`src/rtl/adc_spi_responder_if.sv`:
```
// Serial ADC pin bundle shared by the capture master and the ADC responder.
// Ports: CS (active-low chip select), SCLK (idle-high serial clock),
//        px0_adc_din / px1_adc_din (per-channel serial data back to the master).
interface adc_spi_responder_if;
  logic CS;
  logic SCLK;
  logic px0_adc_din;
  logic px1_adc_din;

  // Capture side: drives CS/SCLK, receives data.
  modport master (
    output CS,
    output SCLK,
    input  px0_adc_din,
    input  px1_adc_din
  );

  // ADC side: receives CS/SCLK, drives data.
  modport slave (
    input  CS,
    input  SCLK,
    output px0_adc_din,
    output px1_adc_din
  );
endinterface

```
`src/rtl/adc_spi_responder.sv`:
```
// Dual-channel serial ADC emulator for the pixel path. Answers the capture
// master's CS/SCLK pair with 16-bit frames (4 zeros + 12 data bits, MSB first)
// on both channels, bit-aligned, from constant or ramp patterns.
// Ports:
//   CLK50        system clock, all logic in this domain
//   MSS_RESET_N  asynchronous active-low reset
//   spi          CS/SCLK in, px0_adc_din/px1_adc_din out (slave modport)
//   pattern_mode 0 const, 1 ramp, 2 ch1 = ~ch0 ramp, 3 same as 0
//   const0/1     constant-mode samples
//   frame_done   one-cycle pulse per completed frame
//   frame_count  completed frames since reset (wraps)
//   abort_count  frames cut short by CS rising (saturates)
module adc_spi_responder #(
  parameter int unsigned SYNC_STAGES = 2,
  parameter logic [11:0] RAMP_SEED1  = 12'h800
) (
  input  logic                       CLK50,
  input  logic                       MSS_RESET_N,
  adc_spi_responder_if.slave         spi,
  input  logic [1:0]                 pattern_mode,
  input  logic [11:0]                const0,
  input  logic [11:0]                const1,
  output logic                       frame_done,
  output logic [15:0]                frame_count,
  output logic [7:0]                 abort_count
);

  localparam int unsigned DATA_W  = 12;
  localparam int unsigned FRAME_W = 16;
  localparam int unsigned IDX_W   = 4;
  localparam int unsigned FCNT_W  = 16;
  localparam int unsigned ACNT_W  = 8;

  typedef enum logic [1:0] {
    ST_IDLE  = 2'd0,
    ST_LOAD  = 2'd1,
    ST_SHIFT = 2'd2,
    ST_DONE  = 2'd3
  } state_t;

  // ---------------------------------------------------------------------------
  // Input synchronizers and edge detection
  // ---------------------------------------------------------------------------
  logic [SYNC_STAGES-1:0] r_cs_sync;
  logic [SYNC_STAGES-1:0] r_sclk_sync;
  logic                   r_cs_d;
  logic                   r_sclk_d;
  logic                   w_cs_s;
  logic                   w_sclk_s;
  logic                   w_cs_fall;
  logic                   w_cs_rise;
  logic                   w_sclk_fall;

  // Reset to the idle-high level so reset release never looks like an edge.
  always_ff @(posedge CLK50 or negedge MSS_RESET_N) begin
    if (!MSS_RESET_N) begin
      r_cs_sync   <= '1;
      r_sclk_sync <= '1;
      r_cs_d      <= 1'b1;
      r_sclk_d    <= 1'b1;
    end else begin
      r_cs_sync   <= {r_cs_sync[SYNC_STAGES-2:0], spi.CS};
      r_sclk_sync <= {r_sclk_sync[SYNC_STAGES-2:0], spi.SCLK};
      r_cs_d      <= w_cs_s;
      r_sclk_d    <= w_sclk_s;
    end
  end

  assign w_cs_s      = r_cs_sync[SYNC_STAGES-1];
  assign w_sclk_s    = r_sclk_sync[SYNC_STAGES-1];
  assign w_cs_fall   = r_cs_d & ~w_cs_s;
  assign w_cs_rise   = ~r_cs_d & w_cs_s;
  assign w_sclk_fall = r_sclk_d & ~w_sclk_s;

  // ---------------------------------------------------------------------------
  // Pattern source selection (only consumed in LOAD)
  // ---------------------------------------------------------------------------
  logic [DATA_W-1:0] r_ramp0;
  logic [DATA_W-1:0] r_ramp1;
  logic [DATA_W-1:0] w_samp0;
  logic [DATA_W-1:0] w_samp1;

  always_comb begin
    w_samp0 = const0;
    w_samp1 = const1;
    case (pattern_mode)
      2'd1: begin
        w_samp0 = r_ramp0;
        w_samp1 = r_ramp1;
      end
      2'd2: begin
        w_samp0 = r_ramp0;
        w_samp1 = ~r_ramp0;
      end
      default: begin
        w_samp0 = const0;
        w_samp1 = const1;
      end
    endcase
  end

  // ---------------------------------------------------------------------------
  // Frame FSM and datapath registers
  // ---------------------------------------------------------------------------
  state_t             r_state;
  state_t             w_state_nxt;
  logic [FRAME_W-1:0] r_sh0;
  logic [FRAME_W-1:0] r_sh1;
  logic [FRAME_W-1:0] w_sh0_nxt;
  logic [FRAME_W-1:0] w_sh1_nxt;
  logic [IDX_W-1:0]   r_idx;
  logic [IDX_W-1:0]   w_idx_nxt;
  logic               r_px0;
  logic               r_px1;
  logic               w_px0_nxt;
  logic               w_px1_nxt;
  logic               r_frame_done;
  logic               w_frame_done_nxt;
  logic [FCNT_W-1:0]  r_frame_count;
  logic [FCNT_W-1:0]  w_frame_count_nxt;
  logic [ACNT_W-1:0]  r_abort_count;
  logic [ACNT_W-1:0]  w_abort_count_nxt;
  logic [DATA_W-1:0]  w_ramp0_nxt;
  logic [DATA_W-1:0]  w_ramp1_nxt;

  // State and datapath registers.
  always_ff @(posedge CLK50 or negedge MSS_RESET_N) begin
    if (!MSS_RESET_N) begin
      r_state       <= ST_IDLE;
      r_sh0         <= '0;
      r_sh1         <= '0;
      r_idx         <= '0;
      r_px0         <= 1'b0;
      r_px1         <= 1'b0;
      r_frame_done  <= 1'b0;
      r_frame_count <= '0;
      r_abort_count <= '0;
      r_ramp0       <= '0;
      r_ramp1       <= RAMP_SEED1;
    end else begin
      r_state       <= w_state_nxt;
      r_sh0         <= w_sh0_nxt;
      r_sh1         <= w_sh1_nxt;
      r_idx         <= w_idx_nxt;
      r_px0         <= w_px0_nxt;
      r_px1         <= w_px1_nxt;
      r_frame_done  <= w_frame_done_nxt;
      r_frame_count <= w_frame_count_nxt;
      r_abort_count <= w_abort_count_nxt;
      r_ramp0       <= w_ramp0_nxt;
      r_ramp1       <= w_ramp1_nxt;
    end
  end

  // Next-state and next-output logic.
  // The shift registers hold the not-yet-driven bits left-aligned: bit 15 of
  // the frame goes straight out in LOAD, so they are preloaded with frame<<1.
  // r_idx counts down from 15; a falling edge seen at index 0 is the 16th.
  always_comb begin
    w_state_nxt       = r_state;
    w_sh0_nxt         = r_sh0;
    w_sh1_nxt         = r_sh1;
    w_idx_nxt         = r_idx;
    w_px0_nxt         = r_px0;
    w_px1_nxt         = r_px1;
    w_frame_done_nxt  = 1'b0;
    w_frame_count_nxt = r_frame_count;
    w_abort_count_nxt = r_abort_count;
    w_ramp0_nxt       = r_ramp0;
    w_ramp1_nxt       = r_ramp1;

    case (r_state)
      ST_IDLE: begin
        w_px0_nxt = 1'b0;
        w_px1_nxt = 1'b0;
        if (w_cs_fall) begin
          w_state_nxt = ST_LOAD;
        end
      end

      ST_LOAD: begin
        w_px0_nxt = 1'b0;
        w_px1_nxt = 1'b0;
        if (w_cs_rise) begin
          w_state_nxt = ST_IDLE;
          if (r_abort_count != {ACNT_W{1'b1}}) begin
            w_abort_count_nxt = ACNT_W'(r_abort_count + 1'b1);
          end
        end else begin
          w_sh0_nxt   = {3'b000, w_samp0, 1'b0};
          w_sh1_nxt   = {3'b000, w_samp1, 1'b0};
          w_idx_nxt   = IDX_W'(FRAME_W - 1);
          w_state_nxt = ST_SHIFT;
        end
      end

      ST_SHIFT: begin
        // CS rising takes priority over a coincident SCLK falling edge.
        if (w_cs_rise) begin
          w_px0_nxt   = 1'b0;
          w_px1_nxt   = 1'b0;
          w_state_nxt = ST_IDLE;
          if (r_abort_count != {ACNT_W{1'b1}}) begin
            w_abort_count_nxt = ACNT_W'(r_abort_count + 1'b1);
          end
        end else if (w_sclk_fall) begin
          if (r_idx == '0) begin
            w_px0_nxt         = 1'b0;
            w_px1_nxt         = 1'b0;
            w_frame_done_nxt  = 1'b1;
            w_frame_count_nxt = FCNT_W'(r_frame_count + 1'b1);
            w_ramp0_nxt       = DATA_W'(r_ramp0 + 1'b1);
            w_ramp1_nxt       = DATA_W'(r_ramp1 + 1'b1);
            w_state_nxt       = ST_DONE;
          end else begin
            w_px0_nxt = r_sh0[FRAME_W-1];
            w_px1_nxt = r_sh1[FRAME_W-1];
            w_sh0_nxt = {r_sh0[FRAME_W-2:0], 1'b0};
            w_sh1_nxt = {r_sh1[FRAME_W-2:0], 1'b0};
            w_idx_nxt = IDX_W'(r_idx - 1'b1);
          end
        end
      end

      ST_DONE: begin
        w_px0_nxt = 1'b0;
        w_px1_nxt = 1'b0;
        if (w_cs_rise) begin
          w_state_nxt = ST_IDLE;
        end else if (w_cs_fall) begin
          // A fall without a seen rise: close this frame and start the next.
          w_state_nxt = ST_LOAD;
        end
      end

      default: begin
        w_px0_nxt   = 1'b0;
        w_px1_nxt   = 1'b0;
        w_state_nxt = ST_IDLE;
      end
    endcase
  end

  assign spi.px0_adc_din = r_px0;
  assign spi.px1_adc_din = r_px1;
  assign frame_done      = r_frame_done;
  assign frame_count     = r_frame_count;
  assign abort_count     = r_abort_count;

endmodule
```
`src/flat_wrapper.sv`:
```
// flat-port wrapper written by rule: the top's interface ports become plain ports
module adc_spi_responder_flat 
#(
  parameter int unsigned SYNC_STAGES = 2,
  parameter logic [11:0] RAMP_SEED1  = 12'h800
)
  (CLK50, MSS_RESET_N, pattern_mode, const0, const1, frame_done, frame_count, abort_count, spi_CS, spi_SCLK, spi_px0_adc_din, spi_px1_adc_din);
  adc_spi_responder_if spi_i ();
  input  logic CLK50;
  input  logic MSS_RESET_N;
  input  logic [1:0] pattern_mode;
  input  logic [11:0] const0;
  input  logic [11:0] const1;
  output logic frame_done;
  output logic [15:0] frame_count;
  output logic [7:0] abort_count;
  input wire logic [$bits(spi_i.CS)-1:0] spi_CS;
  input wire logic [$bits(spi_i.SCLK)-1:0] spi_SCLK;
  output wire logic [$bits(spi_i.px0_adc_din)-1:0] spi_px0_adc_din;
  output wire logic [$bits(spi_i.px1_adc_din)-1:0] spi_px1_adc_din;
  assign spi_i.CS = spi_CS;
  assign spi_i.SCLK = spi_SCLK;
  assign spi_px0_adc_din = spi_i.px0_adc_din;
  assign spi_px1_adc_din = spi_i.px1_adc_din;
  adc_spi_responder #(.SYNC_STAGES(SYNC_STAGES), .RAMP_SEED1(RAMP_SEED1)) u_core (.CLK50(CLK50), .MSS_RESET_N(MSS_RESET_N), .spi(spi_i), .pattern_mode(pattern_mode), .const0(const0), .const1(const1), .frame_done(frame_done), .frame_count(frame_count), .abort_count(abort_count));
endmodule
```
`config.mk`:
```
export PLATFORM = sky130hd
export DESIGN_NAME = adc_spi_responder_flat
export DESIGN_NICKNAME = d
export VERILOG_FILES = /design/src/rtl/adc_spi_responder_if.sv /design/src/rtl/adc_spi_responder.sv /design/src/flat_wrapper.sv
export SDC_FILE = /design/constraint.sdc
export NUM_CORES = 1
export LEC_CHECK = 0
export BUFFER_PORTS_ARGS = -buffer_cell sky130_fd_sc_hd__buf_2
export CORE_MARGIN = 8
export CORE_UTILIZATION = 35
export CTS_BUF_LIST = sky130_fd_sc_hd__clkbuf_4
export DETAILED_ROUTE_END_ITERATION = 12
export GPL_TIMING_DRIVEN = 0
export PLACE_DENSITY = 0.57
export SETUP_SLACK_MARGIN = 0.2
export SYNTH_ARGS = -nofsm -noshare
export SYNTH_HDL_FRONTEND = slang
export SYNTH_SLANG_ARGS = --single-unit
```
`constraint.sdc`:
```
create_clock -name CLK50 -period 2.46 [get_ports CLK50]
set_input_delay 0.369 -clock CLK50 [delete_from_list [all_inputs] [get_ports CLK50]]
set_output_delay 0.369 -clock CLK50 [all_outputs]
set_load 0.005 [all_outputs]
```
==> flow_summary_export.csv, run 1 <==
group,metric,value,unit
routing,dr_wl_met2,5.028,mm
routing,first_pass_drt_iterations,4,
layout,fin_util,0.4134,
sta,min_clock_period_post_route,2128,ps
routing,route.detailed.vias_per_inst,5.054,
worst_setup_path,kind_of_capture_point_of_the_worst_setup_path,"register",
logic_synthesis,synth_enable_flop_cells,0,
layout,antenna_cells_inserted,0,
status,status,"finished clean",
sta,worst_pin_slew,691.1,ps
logic_synthesis,synth-compound-area-share,0.09537,
worst_setup_path,crit_buf_inv,2,
place,dp.final_hpwl,7.975,mm
place,place.port_buffers,56,
power,power_density,769.7,nW/um^2
die,fp.dieW,130.9,um
routing,detail_route.wl_per_cell,15.91,um
logic_synthesis,syn_inst,426,
hold_path,min_path_type,"primary input to register",
routing,antenna_violating_nets_post_route,0,
hold_path,hold-path-cell-count,4,
global_routing,grt_use_total,0.1341,
worst_setup_path,worstSetupPathDepth,7,
routing,wl_met3,687,um
cts,cts-htree-levels,3,
layout,finish.net_count,541,
routing,via_count,3442,
cts,clock_net_sink_count,93,
logic_synthesis,synth-async-reset-ratio,1.000,
sta,timing.final.crit_share,0.8650,
cts,ctsLongestPathBuffers,2,
worst_setup_path,worstPathArrival,2480,ps
logic_synthesis,synth_top_flop_cell,"sky130_fd_sc_hd__dfrtp_1",
logic_synthesis,synth_seq_area_share,0.5058,
routing,totalWireLength,10.84,mm
logic_synthesis,ys_warn_count,0,
cts,cts-root-buf,"sky130_fd_sc_hd__clkbuf_4",
die,num_rows,42,
sta,setup_violations,0,
logic_synthesis,mappedNetlistArea,4618,sq um
worst_setup_path,critPathMaxFanout,10,
worst_setup_path,startpoint_to_endpoint_class_of_the_critical_path,"register to register",
sta,timing.setup.tns,0,ps
logic_synthesis,synth_xor_area_frac,0.08345,
global_routing,grt_start_max_net_pins,69,
layout,syn2layout_area_growth,17.12,%
worst_setup_path,timing.critical_path.cells,"inv_1 > ha_1 > or3b_1 > o2111ai_4 > o21ai_4 > buf_4 > mux2_1",
worst_setup_path,cp_startpoint_kind,"register",
routing,wl_met1,4.989,mm
logic_synthesis,synthSimpleGateAreaFrac,0.1590,
worst_setup_path,r2r.worst_path.cells,7,
sta,timing.slew.headroom,0.5373,
worst_setup_path,critPathRequiredTime,2810,ps
logic_synthesis,synthesis.nets,467,
cts,cts.reportedPaths.clkPinSlew,130,ps
die,initial_core_util,0.3529,
global_routing,first_global_vias,3600,
routing,detailedRoute.firstIterationViolations,251,
power,p_leak,2.501,nW
layout,final_layout_size_suffix_gt1_frac,0.2040,
die,dieArea,17130,sq um
worst_setup_path,cpMaxStageDelayCell,"sky130_fd_sc_hd__dfrtp_1",
routing,dr.max_layer_used,"met4",
sta,max_freq,0.4699,GHz
logic_synthesis,synth_area_per_cell,10.84,sq um
global_routing,grt_overflow,0,
place,globalplace.congestion,0.7933,
sta,final_max_slew_viol_count,0,
cts,cts-buffers-inserted,9,
cts,tritoncts,"done",
logic_synthesis,synth.ff_latch_count,93,
die,dieHeight,130.9,um
routing,drcViolationCount,0,
worst_setup_path,slowest_delay,430,ps
cts,insertion_delay,460,ps
logic_synthesis,ys_types,47,
die,core_area,13090,sq um
global_routing,grt_antenna_before_repair,0,
sta,finalHoldViolations,0,
die,num_io_pins,57,
worst_setup_path,worst_path_dominant_cell_family,"flip-flops",
power,ir_drop,0.4276,mV
global_routing,wire_length_of_the_first_global_routing_pass,17.83,mm
logic_synthesis,post_synth_fa_ha_maj_area_fraction,0.02980,
logic_synthesis,muxShareOfSynthArea,0.09347,
sta,finClkSkew,13.60,ps
sta,rsz_0062_raised_after_global_routing,"yes",
run,maxCapViolCount,0,
logic_synthesis,combinational_family_with_the_most_area_after_synthesis,"simple AND/OR/NAND/NOR gates",
-- path summary, 6_finish.rpt --
check,slack (ps),start,to
worst max-delay path,330,u_core.r_idx[0],u_core.r_sh1[4]
worst min-delay path,280,const1[0],u_core.r_sh1[1]
worst max register to register,330,u_core.r_idx[0],u_core.r_sh1[4]
worst min register to register,370,u_core.r_sclk_sync[0],u_core.r_sclk_sync[1]
max in group asynchronous,1410,MSS_RESET_N,u_core.r_ramp1[11]
min in group asynchronous,360,MSS_RESET_N,u_core.r_ramp0[11]
-- synthesized netlist by cell type (3+ instances only) --
library cell               count  area, sq um
sky130_fd_sc_hd__o21ai_0      19        95.09
sky130_fd_sc_hd__o31ai_1      11        82.58
sky130_fd_sc_hd__nor4_1        5        31.28
sky130_fd_sc_hd__nor3_1       14        70.07
sky130_fd_sc_hd__ha_1         11        137.6
sky130_fd_sc_hd__xor2_1       20        175.2
sky130_fd_sc_hd__nand4_1      13        81.33
sky130_fd_sc_hd__nand2b_1      3        18.77
sky130_fd_sc_hd__a22o_1        5        43.79
sky130_fd_sc_hd__clkbuf_1      9        33.78
sky130_fd_sc_hd__dfstp_2       7        183.9
sky130_fd_sc_hd__or3_1         4        25.02
sky130_fd_sc_hd__and3_1        3        18.77
sky130_fd_sc_hd__inv_1        23        86.33
sky130_fd_sc_hd__nand3_1      12        60.06
sky130_fd_sc_hd__xnor2_1      24        210.2
sky130_fd_sc_hd__mux2_2        5        56.30
sky130_fd_sc_hd__a22oi_1       4        30.03
sky130_fd_sc_hd__nor2_1       18        67.56
sky130_fd_sc_hd__mux2i_1      15        150.1
sky130_fd_sc_hd__nor2b_1      16        100.1
sky130_fd_sc_hd__a221oi_1     11        96.34
sky130_fd_sc_hd__buf_2         4        20.02
sky130_fd_sc_hd__dfrtp_1      86         2152
sky130_fd_sc_hd__nand2_1      39        146.4
sky130_fd_sc_hd__mux2_1       20        225.2
-- cells by family after synthesis --
family / Yosys count
muxes: 40
adders and majority gates: 11
and+or+nand+nor: 139
DFF: 93
xor gates and xnor gates: 44
AOI/OAI and AO/OA: 60
buffers and inverters: 39
-- stage by stage --
step / power (W) / cell area [sq um] / setup slack (ps) / cells / hold slack, ps
after detailed placement: 0.003114 / 5149 / 39.50 / 659 / 322.9
after floorplan: 0.002758 / 4618 / 465.0 / 426 / 73.41
after global placement: 0.003054 / 5119 / 40.19 / 658 / 346.1
after global routing: 0.004452 / 5409 / 194.6 / 681 / 229.6
final: 0.004163 / 5409 / 332.1 / 681 / 280.7
after CTS: 0.004200 / 5378 / 246.7 / 679 / 232.4
-- layout by cell type, fill, tap and decap left out, types with 12 or more instances in the layout --
master                    synthesis  routed
sky130_fd_sc_hd__buf_2            4      58
sky130_fd_sc_hd__dfrtp_1         86      86
sky130_fd_sc_hd__inv_1           23      23
sky130_fd_sc_hd__mux2_1          20      20
sky130_fd_sc_hd__mux2i_1         15      15
sky130_fd_sc_hd__nand2_1         39      39
sky130_fd_sc_hd__nand3_1         12      12
sky130_fd_sc_hd__nand4_1         13      13
sky130_fd_sc_hd__nor2_1          18      17
sky130_fd_sc_hd__nor2b_1         16      16
sky130_fd_sc_hd__nor3_1          14      14
sky130_fd_sc_hd__o21ai_0         19      19
sky130_fd_sc_hd__xnor2_1         24      24
sky130_fd_sc_hd__xor2_1          20      20
-- metal layers --
metal,global-route usage,up-vias
met1,0.1723,1698
met2,0.2076,74
li1,-,1660
met4,0.04186,0
met3,0.04667,10
met5,0,-
-- timing repair --
item | 4_1_cts | 5_1_grt
pin swaps | 1 | 1
buffers inserted | 1 | 2
hold buffers | 3 | 0
hold endpoints to repair | 27 | 0
setup endpoints to repair | 22 | 29
resized for setup | 5 | 5
-- sequential cells by signal, indices dropped and copies added (netlist names), 4 cells and up --
name,cells
u_core.r_ramp0,12
u_core.frame_count,16
u_core.r_idx,4
u_core.r_ramp1,12
u_core.abort_count,8
u_core.r_sh1,15
u_core.r_sh0,15
-- report_power, final --
part	switching [W]	internal [W]
Combinational	0.000659	0.000546
Sequential	0.000140	0.00177
Clock	0.000511	0.000533
-- final cells by class --
class / instances / area, sq um
clock buffers: 11 / 82.58
clock inverters: 5 / 98.84
well taps: 176 / 220.2
fillers: 1300 / 7676
flip-flops and latches: 93 / 2336
multi-input cells: 294 / 2147
inverters: 23 / 86.33
plain buffers: 16 / 75.07
repair buffers: 63 / 362.8
-- worst min-delay path, delay by kind of cell --
family,cells,cell delay [ps]
buffers and inverters,1,100
AO/OA/AOI/OAI,2,180
AND/OR/NAND/NOR,1,50
(Power assumes the default switching activity.)
==> run 2: changes to the inputs <==
- CORE_UTILIZATION: 35 -> 40
- PLACE_DENSITY: 0.57 -> 0.63
==> run 2 against run 1 <==
Combinational power about the same. Non-clock buffer count grew 1. Critical path type unchanged. Sequential power is essentially flat. Routed wire length decreased by 4.7%. Final area is 2.1% lower.
==> flow_summary_export.csv, run 2 (synthesized netlist as in run 1, its figures left out) <==
group,metric,value,unit
status,status,"finished clean",
worst_setup_path,worstReg2RegEnd,"u_core.r_ramp0[8]",
sta,timing.slew.headroom,0.5810,
global_routing,wire_length_of_the_first_global_routing_pass,17.30,mm
worst_setup_path,kind_of_capture_point_of_the_worst_setup_path,"register",
worst_setup_path,cp_startpoint_kind,"register",
layout,finish.net_count,542,
power,seqPwrFrac,0.500,
global_routing,grt_antenna_before_repair,0,
cts,clock_net_sink_count,93,
hold_path,hold-path-cell-count,4,
power,ir_drop,0.5569,mV
global_routing,grt_start_max_net_pins,56,
layout,layout.cells.most_common_list,"sky130_fd_sc_hd__dfrtp_1 (86), sky130_fd_sc_hd__buf_2 (57), sky130_fd_sc_hd__nand2_1 (39)",
layout,largest_register_ffs,16,
die,initial_core_util,0.4079,
worst_setup_path,worstPathArrival,2500,ps
power,share_comb_of_total_power,0.309,
global_routing,first_global_vias,3491,
run,maxCapViolCount,0,
layout,antenna_cells_inserted,0,
place,dpl_cell_area,5107,sq um
cts,cts-root-buf,"sky130_fd_sc_hd__clkbuf_4",
layout,n_fill_cell,1061,
routing,totalWireLength,10.33,mm
layout,fin_util,0.4676,
die,num_io_pins,57,
sta,worst_pin_slew,625.8,ps
routing,route.detailed.vias_per_inst,5.259,
worst_setup_path,critPathMaxFanout,9,
power,power_frac_clock,0.191,
sta,timing.final.crit_share,0.8713,
die,core_area,11320,sq um
routing,first_pass_drt_iterations,4,
sta,timing.setup.tns,0,ps
die,num_rows,39,
global_routing,grt_overflow,0,
routing,dr.max_layer_used,"met4",
routing,dr_wl_met2,4.584,mm
layout,design_area,5294,sq um
layout,final_layout_size_suffix_gt1_frac,0.2016,
sta,setup_violations,0,
layout,syn2layout_area_growth,14.63,%
routing,drcViolationCount,0,
routing,antenna_violating_nets_post_route,0,
power,p_leak,2.463,nW
worst_setup_path,critPathRequiredTime,2820,ps
sta,min_clock_period_post_route,2143,ps
hold_path,worstHoldEndpoint,"u_core.r_sh1[1]",
worst_setup_path,register_to_register_setup_slack,320,ps
hold_path,min_path_type,"primary input to register",
power,netSwitchingPower,0.001288,W
routing,detail_route.wl_per_cell,15.92,um
cts,ctsLongestPathBuffers,2,
power,netSwitchingFraction,0.3370,
routing,via_count,3413,
place,dp.final_hpwl,7.703,mm
routing,wl_met3,534,um
routing,wl_met1,5.091,mm
die,fp.dieW,123.5,um
cts,insertion_delay,470,ps
sta,rsz_0062_raised_after_global_routing,"yes",
worst_setup_path,r2r.worst_path.cells,7,
routing,detailedRoute.firstIterationViolations,174,
power,internal_power,0.002535,W
hold_path,min_from,"const1[0]",
place,globalplace.congestion,0.8178,
cts,tritoncts,"done",
die,dieArea,15240,sq um
sta,finalHoldViolations,0,
global_routing,grt_use_total,0.1445,
power,power_density,722.2,nW/um^2
sta,finClkSkew,30.86,ps
cts,cts-buffers-inserted,9,
worst_setup_path,startpoint_to_endpoint_class_of_the_critical_path,"register to register",
sta,final_max_slew_viol_count,0,
place,place.port_buffers,56,
worst_setup_path,rr_startpoint,"u_core.r_state[0]",
sta,max_freq,0.4666,GHz
cts,cts-htree-levels,3,
layout,mostFrequentLayoutCell,"sky130_fd_sc_hd__dfrtp_1",
cts,cts.reportedPaths.clkPinSlew,160,ps
die,dieHeight,123.5,um
[run 2: changes by cell type in the layout (fill, tap and decap cells not counted), sizes merged]
cell,previous run,this run
clkinv,2,3
bufinv,3,0
buf,66,67
clkinvlp,0,2
[run 2: how the worst max path moves through the flow]
stage / cells past startpoint / slack (ps) / to / startpoint
after floorplan: 7 / 470 / u_core.r_sh0[10] / u_core.r_state[0]
after global placement: 8 / 60 / u_core.r_sh0[9] / pattern_mode[0]
after detailed placement: 8 / 40 / u_core.r_sh0[9] / pattern_mode[0]
after CTS: 7 / 250 / u_core.r_sh0[11] / u_core.r_state[0]
after global routing: 7 / 180 / u_core.r_ramp0[8] / u_core.r_state[0]
final: 7 / 320 / u_core.r_ramp0[8] / u_core.r_state[0]
[run 2: per-layer routing]
| metal | vias to the layer above | track usage |
|---|---|---|
| li1 | 1657 | - |
| met2 | 77 | 0.2166 |
| met5 | - | 0 |
| met1 | 1667 | 0.2001 |
| met4 | 0 | 0.05643 |
| met3 | 12 | 0.03059 |
[run 2: timing repair]
action | CTS | global route
hold buffers | 3 | 0
endpoints found under the setup margin | 18 | 28
setup buffers | 1 | 3
gates resized for setup | 3 | 5
pin swaps | 1 | 1
endpoints found under the hold margin | 34 | 0
[run 2: cell type report]
cell class	instances	area [sq um]	area share
Clock inverter	5	28.78	0.005436
Tap cell	143	178.9	0.03380
Multi-Input combinational cell	294	2137	0.4037
Sequential cell	93	2336	0.4413
Inverter	23	86.33	0.01631
Timing Repair Buffer	64	370.4	0.06996
Clock buffer	11	82.58	0.01560
Buffer	16	73.82	0.01394
[run 2: power groups by stage]
stage / Combinational [W] / Sequential, W / Clock [W]
finish: 0.00118 / 0.00191 / 0.000730
global route: 0.00132 / 0.00195 / 0.000821
CTS: 0.00118 / 0.00191 / 0.000765
detailed placement: 0.00115 / 0.00194 / 0
global placement: 0.00110 / 0.00193 / 0
floorplan: 0.000852 / 0.00191 / 0
[run 2: through the flow]
step	hold slack (ps)	setup WS, ps	cells	power (W)
after CTS	248.6	248.8	646	0.003854
after global placement	346.0	57.36	625	0.003032
final	285.7	316.7	649	0.003823
after floorplan	73.41	465.0	426	0.002758
after detailed placement	346.8	35.85	626	0.003095
after global routing	269.0	182.0	649	0.004084
[run 2: critical path, cell delays in order, from the launching register on]
cell and delay (ps):
sky130_fd_sc_hd__dfrtp_1 450, sky130_fd_sc_hd__inv_1 110, sky130_fd_sc_hd__ha_1 330, sky130_fd_sc_hd__nor2b_1 300
sky130_fd_sc_hd__nand4_1 110, sky130_fd_sc_hd__buf_4 190, sky130_fd_sc_hd__or4_1 420, sky130_fd_sc_hd__xnor2_1 140
==> run 3: changes to the inputs <==
- CORE_ASPECT_RATIO: unset -> 1.25
==> run 3 against run 2 <==
Worst setup slack gained 7.8 ps. Final cell count is 0.31% lower. Register-to-register slack about the same. Routed wire length grew 3.5%. Final area rose by 1.2%. Clock power increased by 30%. Worst hold slack worse by 11 ps. Combinational power grew 3%. Sequential power hardly changed. Flip-flop and latch count unchanged. Critical path type unchanged. Largest cell class unchanged.
==> flow_summary_export.csv, run 3 (synthesized netlist as in run 1, its figures left out) <==
group,metric,value,unit
place,placed_cells_incl_taps,621,
sta,rsz_0062_raised_after_global_routing,"no",
layout,layout.cells.most_common_list,"sky130_fd_sc_hd__dfrtp_1 (86), sky130_fd_sc_hd__buf_2 (57), sky130_fd_sc_hd__nand2_1 (39)",
cts,cts-buffers-inserted,9,
global_routing,wire_length_of_the_first_global_routing_pass,17.97,mm
place,place.port_buffers,56,
layout,mostFrequentLayoutCell,"sky130_fd_sc_hd__dfrtp_1",
layout,n_fill_cell,1137,
run,maxCapViolCount,0,
routing,drcViolationCount,0,
layout,multi_input_comb_area,2142,sq um
routing,via_count,3496,
power,netSwitchingFraction,0.3241,
die,initial_core_util,0.4033,
die,num_io_pins,57,
global_routing,grt_antenna_before_repair,1,
cts,clock_net_sink_count,93,
sta,min_clock_period_post_route,2135,ps
cts,tritoncts,"done",
sta,setup_violations,0,
layout,final_layout_size_suffix_gt1_frac,0.2126,
worst_setup_path,kind_of_capture_point_of_the_worst_setup_path,"register",
sta,finalHoldViolations,0,
place,dp.final_hpwl,7.865,mm
worst_setup_path,worstPathArrival,2450,ps
routing,detail_route.wl_per_cell,16.53,um
die,core_area,11450,sq um
die,dieArea,15260,sq um
worst_setup_path,register_to_register_setup_slack,320,ps
place,globalplace.congestion,0.7793,
sta,max_freq,0.4683,GHz
cts,insertion_delay,450,ps
sta,timing.setup.tns,0,ps
cts,cts-root-buf,"sky130_fd_sc_hd__clkbuf_4",
cts,cts-htree-levels,3,
routing,first_pass_drt_iterations,4,
sta,finClkSkew,26.96,ps
die,fp.dieW,112.1,um
layout,final_cell_count_no_fill,647,
routing,totalWireLength,10.69,mm
layout,finish.net_count,544,
cts,cts.reportedPaths.clkPinSlew,140,ps
hold_path,min_path_type,"primary input to register",
die,dieHeight,136.1,um
worst_setup_path,cp_startpoint_kind,"register",
power,share_comb_of_total_power,0.299,
power,internal_power,0.002763,W
power,power_density,762.8,nW/um^2
power,p_leak,2.509,nW
sta,final_max_slew_viol_count,0,
power,power_frac_clock,0.232,
sta,timing.final.crit_share,0.8681,
global_routing,grt_overflow,0,
worst_setup_path,critPathRequiredTime,2780,ps
global_routing,first_global_vias,3659,
layout,area.sequential,2336,sq um
worst_setup_path,critPathMaxFanout,9,
global_routing,grt_use_total,0.1477,
sta,hold_ws,274.4,ps
power,netSwitchingPower,0.001325,W
sta,worst_pin_slew,704.1,ps
routing,route.detailed.vias_per_inst,5.403,
power,seqPwrFrac,0.469,
global_routing,grt_start_max_net_pins,54,
layout,largest_register_ffs,16,
cts,ctsLongestPathBuffers,2,
layout,syn2layout_area_growth,16.04,%
status,status,"finished clean",
routing,detailedRoute.firstIterationViolations,123,
die,num_rows,44,
power,ir_drop,0.4384,mV
sta,timing.slew.headroom,0.5306,
worst_setup_path,startpoint_to_endpoint_class_of_the_critical_path,"register to register",
routing,antenna_violating_nets_post_route,0,
## run 3: cell types whose count changed in the layout (fill, tap and decap cells not counted), moves of 2 or more
cell	previous run	this run
sky130_fd_sc_hd__clkbuf_2	3	5
sky130_fd_sc_hd__buf_6	0	2
sky130_fd_sc_hd__buf_1	2	0
sky130_fd_sc_hd__clkinvlp_4	2	0
sky130_fd_sc_hd__bufinv_16	0	2
## run 3: cell type report
type | count | area share
diodes | 1 | 0.0004670
plain buffers | 16 | 0.01564
clock buffers | 11 | 0.01541
clock inverters | 5 | 0.01401
inverters | 23 | 0.01611
multi-input cells | 294 | 0.3997
flip-flops and latches | 93 | 0.4359
well taps | 138 | 0.03222
repair buffers | 66 | 0.07051
## run 3: critical path: stages (launching register included)
cell and delay (ps):
sky130_fd_sc_hd__dfrtp_1 430, sky130_fd_sc_hd__inv_1 70, sky130_fd_sc_hd__ha_1 200, sky130_fd_sc_hd__or3b_1 420, sky130_fd_sc_hd__o2111ai_4 210, sky130_fd_sc_hd__nor2b_1 480
sky130_fd_sc_hd__a22oi_1 190
## run 3: power by group through the flow
stage               clock network, W  logic (W)  registers, W
floorplan                          0   0.000852       0.00191
global placement                   0    0.00112       0.00193
detailed placement                 0    0.00117       0.00194
CTS                         0.000972    0.00120       0.00192
global route                 0.00103    0.00136       0.00195
finish                      0.000947    0.00122       0.00192
## run 3: stage by stage
stage	instance area (sq um)	setup WS, ps	utilization	total power (W)
after global routing	5359	167.0	0.4680	0.004341
after global placement	5071	70.51	0.4429	0.003048
after floorplan	4618	465.0	-	0.002758
after CTS	5290	201.3	0.4620	0.004093
after detailed placement	5094	21.56	0.4448	0.003115
final	5359	324.5	0.4680	0.004088
## run 3: routing by layer
metal | GRT usage | share of wire | vias to the layer above
li1 | - | - | 1660
met1 | 0.1726 | 0.43 | 1749
met2 | 0.2534 | 0.51 | 74
met3 | 0.04000 | 0.044 | 13
met4 | 0.05785 | 0.019 | 0
met5 | 0 | 0 | -
## run 3: worst paths after layout
| path | from | end | cells after the start |
|---|---|---|---|
| worst max-delay path | u_core.r_idx[0] | u_core.r_idx[1] | 6 |
| worst min-delay path | const0[0] | u_core.r_sh0[1] | 4 |
| worst max register to register | u_core.r_idx[0] | u_core.r_idx[1] | 6 |
| worst min register to register | u_core.r_cs_sync[0] | u_core.r_cs_sync[1] | 0 |
| max in group asynchronous | MSS_RESET_N | u_core.r_ramp1[11] | 3 |
| min in group asynchronous | MSS_RESET_N | u_core.r_sh0[8] | 2 |
## run 3: timing repair
item,4_1_cts,5_1_grt
endpoints found under the setup margin,20,37
hold buffers,3,0
pin swaps,0,2
setup buffers,0,6
resized for setup,4,8
gates cloned,0,0
hold endpoints to repair,48,0
